--- src/rtl/serial_adder.sv ---
// -----------------------------------------------------------------------------
// serial_adder
//
// Digit-serial multi-cycle adder. Adds two WIDTH-bit operands plus a carry-in,
// DIGIT bits per clock, through a registered carry. An operation takes
// N = WIDTH/DIGIT clock edges after the start is accepted. The result is held
// on sum/co until the next operation completes.
//
// Parameters:
//   WIDTH  operand and sum width in bits (must be an exact multiple of DIGIT)
//   DIGIT  bits added per clock (1 = bit-serial, WIDTH = single step)
//
// Ports:
//   clk    rising-edge clock
//   rst    synchronous reset, active-high (priority over start)
//   start  request a new addition; sampled only when not busy
//   A, B   operands, captured on an accepted start
//   cin    carry-in, captured on an accepted start
//   sub    (SERIAL_ADDER_SUB_EN only) 1 = compute A - B as A + ~B + 1
//   busy   high while an addition is in progress
//   done   one-cycle pulse when sum/co are updated
//   sum    registered result, low WIDTH bits of A + B + cin
//   co     registered carry-out (bit WIDTH of the exact sum)
//
// Optional feature macro: SERIAL_ADDER_SUB_EN
//   When defined, adds the sub input. With sub=1 the carry register is loaded
//   with 1 and B is inverted at capture, so co=1 means "no borrow" (A >= B).
// -----------------------------------------------------------------------------
module serial_adder #(
    parameter int WIDTH = 8,
    parameter int DIGIT = 1
) (
    input  logic             clk,
    input  logic             rst,
    input  logic             start,
    input  logic [WIDTH-1:0] A,
    input  logic [WIDTH-1:0] B,
    input  logic             cin,
`ifdef SERIAL_ADDER_SUB_EN
    input  logic             sub,
`endif
    output logic             busy,
    output logic             done,
    output logic [WIDTH-1:0] sum,
    output logic             co
);

    localparam int N  = WIDTH / DIGIT;
    localparam int CW = $clog2(N + 1);
    localparam logic [CW-1:0] LAST_STEP = CW'(N - 1);

    typedef enum logic [1:0] {
        S_IDLE,
        S_RUN,
        S_DONE
    } state_t;

    state_t           state;
    logic [WIDTH-1:0] a_sh;
    logic [WIDTH-1:0] b_sh;
    logic [WIDTH-1:0] res_sh;
    logic             carry;
    logic [CW-1:0]    count;

    logic [DIGIT:0]   digit_sum;
    logic [WIDTH-1:0] res_next;
    logic [WIDTH-1:0] a_next;
    logic [WIDTH-1:0] b_next;
    logic [WIDTH-1:0] b_load;
    logic             carry_load;

    // One digit step: add the low digits plus carry, then shift the new digit
    // in at the MSB end of the result. Zero-extending before the shift keeps
    // the expressions legal when DIGIT == WIDTH.
    always_comb begin
        digit_sum = {1'b0, a_sh[DIGIT-1:0]} + {1'b0, b_sh[DIGIT-1:0]}
                  + {{DIGIT{1'b0}}, carry};
        res_next  = WIDTH'({digit_sum[DIGIT-1:0], res_sh} >> DIGIT);
        a_next    = WIDTH'({{DIGIT{1'b0}}, a_sh} >> DIGIT);
        b_next    = WIDTH'({{DIGIT{1'b0}}, b_sh} >> DIGIT);
    end

    // Operand conditioning at capture time.
    always_comb begin
`ifdef SERIAL_ADDER_SUB_EN
        b_load     = sub ? ~B : B;
        carry_load = sub ? 1'b1 : cin;
`else
        b_load     = B;
        carry_load = cin;
`endif
    end

    // NOTE: all state, including the datapath shift registers, uses
    // non-blocking assignments so every register samples pre-edge values.
    always_ff @(posedge clk) begin
        if (rst) begin
            state  <= S_IDLE;
            busy   <= 1'b0;
            done   <= 1'b0;
            sum    <= '0;
            co     <= 1'b0;
            carry  <= 1'b0;
            count  <= '0;
            a_sh   <= '0;
            b_sh   <= '0;
            res_sh <= '0;
        end else begin
            // NOTE: done defaults low every cycle so it can only ever be a
            // single-cycle pulse raised on the completing edge.
            done <= 1'b0;
            case (state)
                // DONE is indistinguishable from IDLE apart from the done
                // pulse, so back-to-back starts are accepted there.
                S_IDLE, S_DONE: begin
                    if (start) begin
                        a_sh  <= A;
                        b_sh  <= b_load;
                        carry <= carry_load;
                        count <= '0;
                        busy  <= 1'b1;
                        state <= S_RUN;
                    end else begin
                        state <= S_IDLE;
                    end
                end
                S_RUN: begin
                    a_sh   <= a_next;
                    b_sh   <= b_next;
                    res_sh <= res_next;
                    carry  <= digit_sum[DIGIT];
                    count  <= count + CW'(1);
                    if (count == LAST_STEP) begin
                        sum   <= res_next;
                        co    <= digit_sum[DIGIT];
                        done  <= 1'b1;
                        busy  <= 1'b0;
                        state <= S_DONE;
                    end
                end
                default: begin
                    busy  <= 1'b0;
                    state <= S_IDLE;
                end
            endcase
        end
    end

endmodule

--- config.mk ---
export PLATFORM = sky130hd
export DESIGN_NAME = serial_adder
export DESIGN_NICKNAME = d
export VERILOG_FILES = /design/src/rtl/serial_adder.sv
export SDC_FILE = /design/constraint.sdc
export NUM_CORES = 1
export LEC_CHECK = 0
export BUFFER_PORTS_ARGS = -buffer_cell sky130_fd_sc_hd__buf_2
export CORE_MARGIN = 2
export CORE_UTILIZATION = 53
export CTS_CLUSTER_SIZE = 8
export DETAILED_ROUTE_END_ITERATION = 10
export MAX_ROUTING_LAYER = met4
export PLACE_DENSITY = 0.77
export SLEW_MARGIN = 20
export SYNTH_ARGS = -nofsm -noshare
export SYNTH_HDL_FRONTEND = slang
export SYNTH_SLANG_ARGS = --single-unit
--- constraint.sdc ---
create_clock -name clk -period 1.5 [get_ports clk]
set_input_delay 0.15 -clock clk [delete_from_list [all_inputs] [get_ports clk]]
set_output_delay 0.15 -clock clk [all_outputs]
set_load 0.02 [all_outputs]
==> impl_results.md <==
- Worst-path clk slew: roughly 0.11 ns
- Crit start category: register
- Die W: 59.4 um
- Max-cap violation count: 0
- Post-synth EDFFs: 0
- Clock Sinks: 41
- Area fraction of the dominant cell type after synthesis: 0.504
- Antenna violations before repair: 0
- Clock share of power: 0.313
- Sequential-to-total area share from yosys stat: 0.504
- DRC: 0
- Internal power: 1.49 mW
- WP data required: around 1.8 ns
- Worst slack, placed: 0.0913 ns
- Fraction of registers with async set/reset: 0
- Post-CTS setup repair buffer count: 0
- Pwr/cell area: 1080 nW/um^2
- Switching Power: 0.512 mW
- Fin crit share: 0.924
- Core area: slightly below 3000 sq um
- FP Rows: 20
- Largest cells by area after synthesis: dfxtp_1 (50%), a21oi_1 (11%), nand3_1 (8.6%)
- Fin crit period: 1.39 ns
- Root Driver: clkbuf_4
- Vias in the first global route: 1311
- Fmax: 721 MHz
- Synth warn: 0
- Starting Density: 0.547
- Total negative slack: 0 ns
- Synthesized area: 1630 sq um
- Most common cell in the netlist: dfxtp_1
- Gr ovfl total: 0
- Mapped Nets: 209
- Critical Path AT: 1.67 ns
- VDD IR max: roughly 0.00079 V
- Headroom to the max-slew limit: 0.722
- Crit path max fanout: 10
- Area Overhead vs Synth: 13.5%
- Hold Path Class: in2reg
- Die area: roughly 3500 sq um
- Antenna Nets Post-Route: 0
- GPL Wtd Cong: 0.726
- Mean Syn Cell Area: 8.70 sq um
- Crit. End Element: register
- Final nets: roughly 240
- Placed cell area: 1770 sq um
- Detailed Place HPWL: 2.21 mm
- Finish-stage setup viols: 0
- Final wirelength: roughly 3.4 mm
- RSZ-0062 raised after global routing: no
- Commonest cells in the netlist: dfxtp_1 (41), a21oi_1 (37), nand3_1 (28)
- Yosys cell types: 24
- Cells after synthesis: ~190
- Routed WL per cell: 13.8 um
- Critical path type: reg2reg
- Slew Viols, Final: 0
- Total iterations of the first detailed-routing run: 5
- Final hold viol count: 0
- H-tree depth: 2
- CTS tree: built
- DRT iter0 DRCs: 84
- Final Core Density: 0.621
- Num CTS Buffers: 5
- Largest net degree at the start of global routing: 30
- Ports: 31
- First-pass GRT wire length: 5.58 mm
- Overall Global Routing Usage: 0.216
- Skew-Pair Late Insertion Delay: 0.36 ns
- Final worst slack: 0.114 ns
- Setup Skew: 0.0112 ns
- Status: completed
- Flops & latches, synth: 41
- Clock Path Buffers: 2
- Layout cells sized above 1: 0.215
- Synth area leader: dfxtp_1
- Comb pwr share: 0.108
- Antenna Cells: 0
- # port buffers: 30
- Hold-fix buffers at CTS: 0
- Chip Height: 59.4 um
- Worst slew pin tran: 0.416 ns
- Fin area: ~1800 sq um
- Total power: 2.00 mW
- Post-cts sizing count: 0
- Sequential power share: 0.579
- Vias per cell: 5.86
- Net Sw Frac: 0.256
- Leak Pwr: 0.719 nW
- Post-synth top flop: dfxtp_1
- Vias: 1448
[through the flow]
stage | hold WS (ns) | instances
final | 0.0324 | 247
after global routing | 0.0519 | 247
after CTS | 0.0294 | 246
after detailed placement | 0.401 | 238
after global placement | 0.393 | 238
after floorplan | 0.286 | 187
[power by group through the flow]
stage	Sequential (mW)	Clock [mW]	Combinational (mW)
after floorplan	1.18	0	0.159
after global placement	1.18	0	0.205
after detailed placement	1.18	0	0.214
after CTS	1.16	0.632	0.216
after global routing	1.16	0.675	0.243
final	1.16	0.625	0.217
[sequential cells by signal, summed over array words and instances (netlist names)]
name / flops
b_sh: 8
res_sh: 7
count: 4
done: 1
a_sh: 8
sum: 8
busy: 1
carry: 1
co: 1
state: 2
[metal layers]
metal | part of all wire | vias to the layer above | GRT usage
met1 | 0.44 | 684 | 0.262
met3 | 0.046 | 7 | 0.0459
li1 | - | 714 | -
met2 | 0.50 | 43 | 0.345
met4 | 0.018 | 0 | 0.0909
met5 | 0 | - | -
[cell type report]
class / instances / area, sq um
fill: 251 / 1130
sequential: 41 / 821
multi-input combinational: 127 / 706
timing repair buffer: 38 / 210
clock buffer: 7 / 65.1
tap: 33 / 41.3
clock inverter: 1 / 5.00
[placed cells by master, fill, tap and decap left out, types with 2 or more instances in the layout]
master / instances
dfxtp_1: 41
a21oi_1: 37
buf_2: 30
nand3_1: 28
nand2_1: 17
a22oi_1: 15
o21ai_0: 9
buf_4: 8
clkbuf_4: 5
nand2b_1: 3
nor2_1: 3
nor3_1: 3
mux2_1: 2
clkbuf_8: 2
[critical path, stage by stage, from the launching register on]
cell and delay [ns]:
dfxtp_1 0.39, ha_1 0.21, and3b_1 0.43, nand3_1 0.14
a21oi_1 0.14
[logic make-up after synthesis]
family,share of synthesized area
AOI/OAI and AO/OA,0.220
and+or+nand+nor,0.180
DFF,0.504
buffers and inverters,0.0623
muxes,0.0138
adders and majority gates,0.0200
[final timing paths]
path              from        end  slack (ns)  depth (start not counted)
max           count[0]     sum[3]        0.11                          4
min               A[7]    a_sh[7]        0.03                          3
max reg2reg   count[0]     sum[3]        0.11                          4
min reg2reg  res_sh[1]  res_sh[1]        0.47                          2
Note: power is estimated with default switching activity, not from simulation.
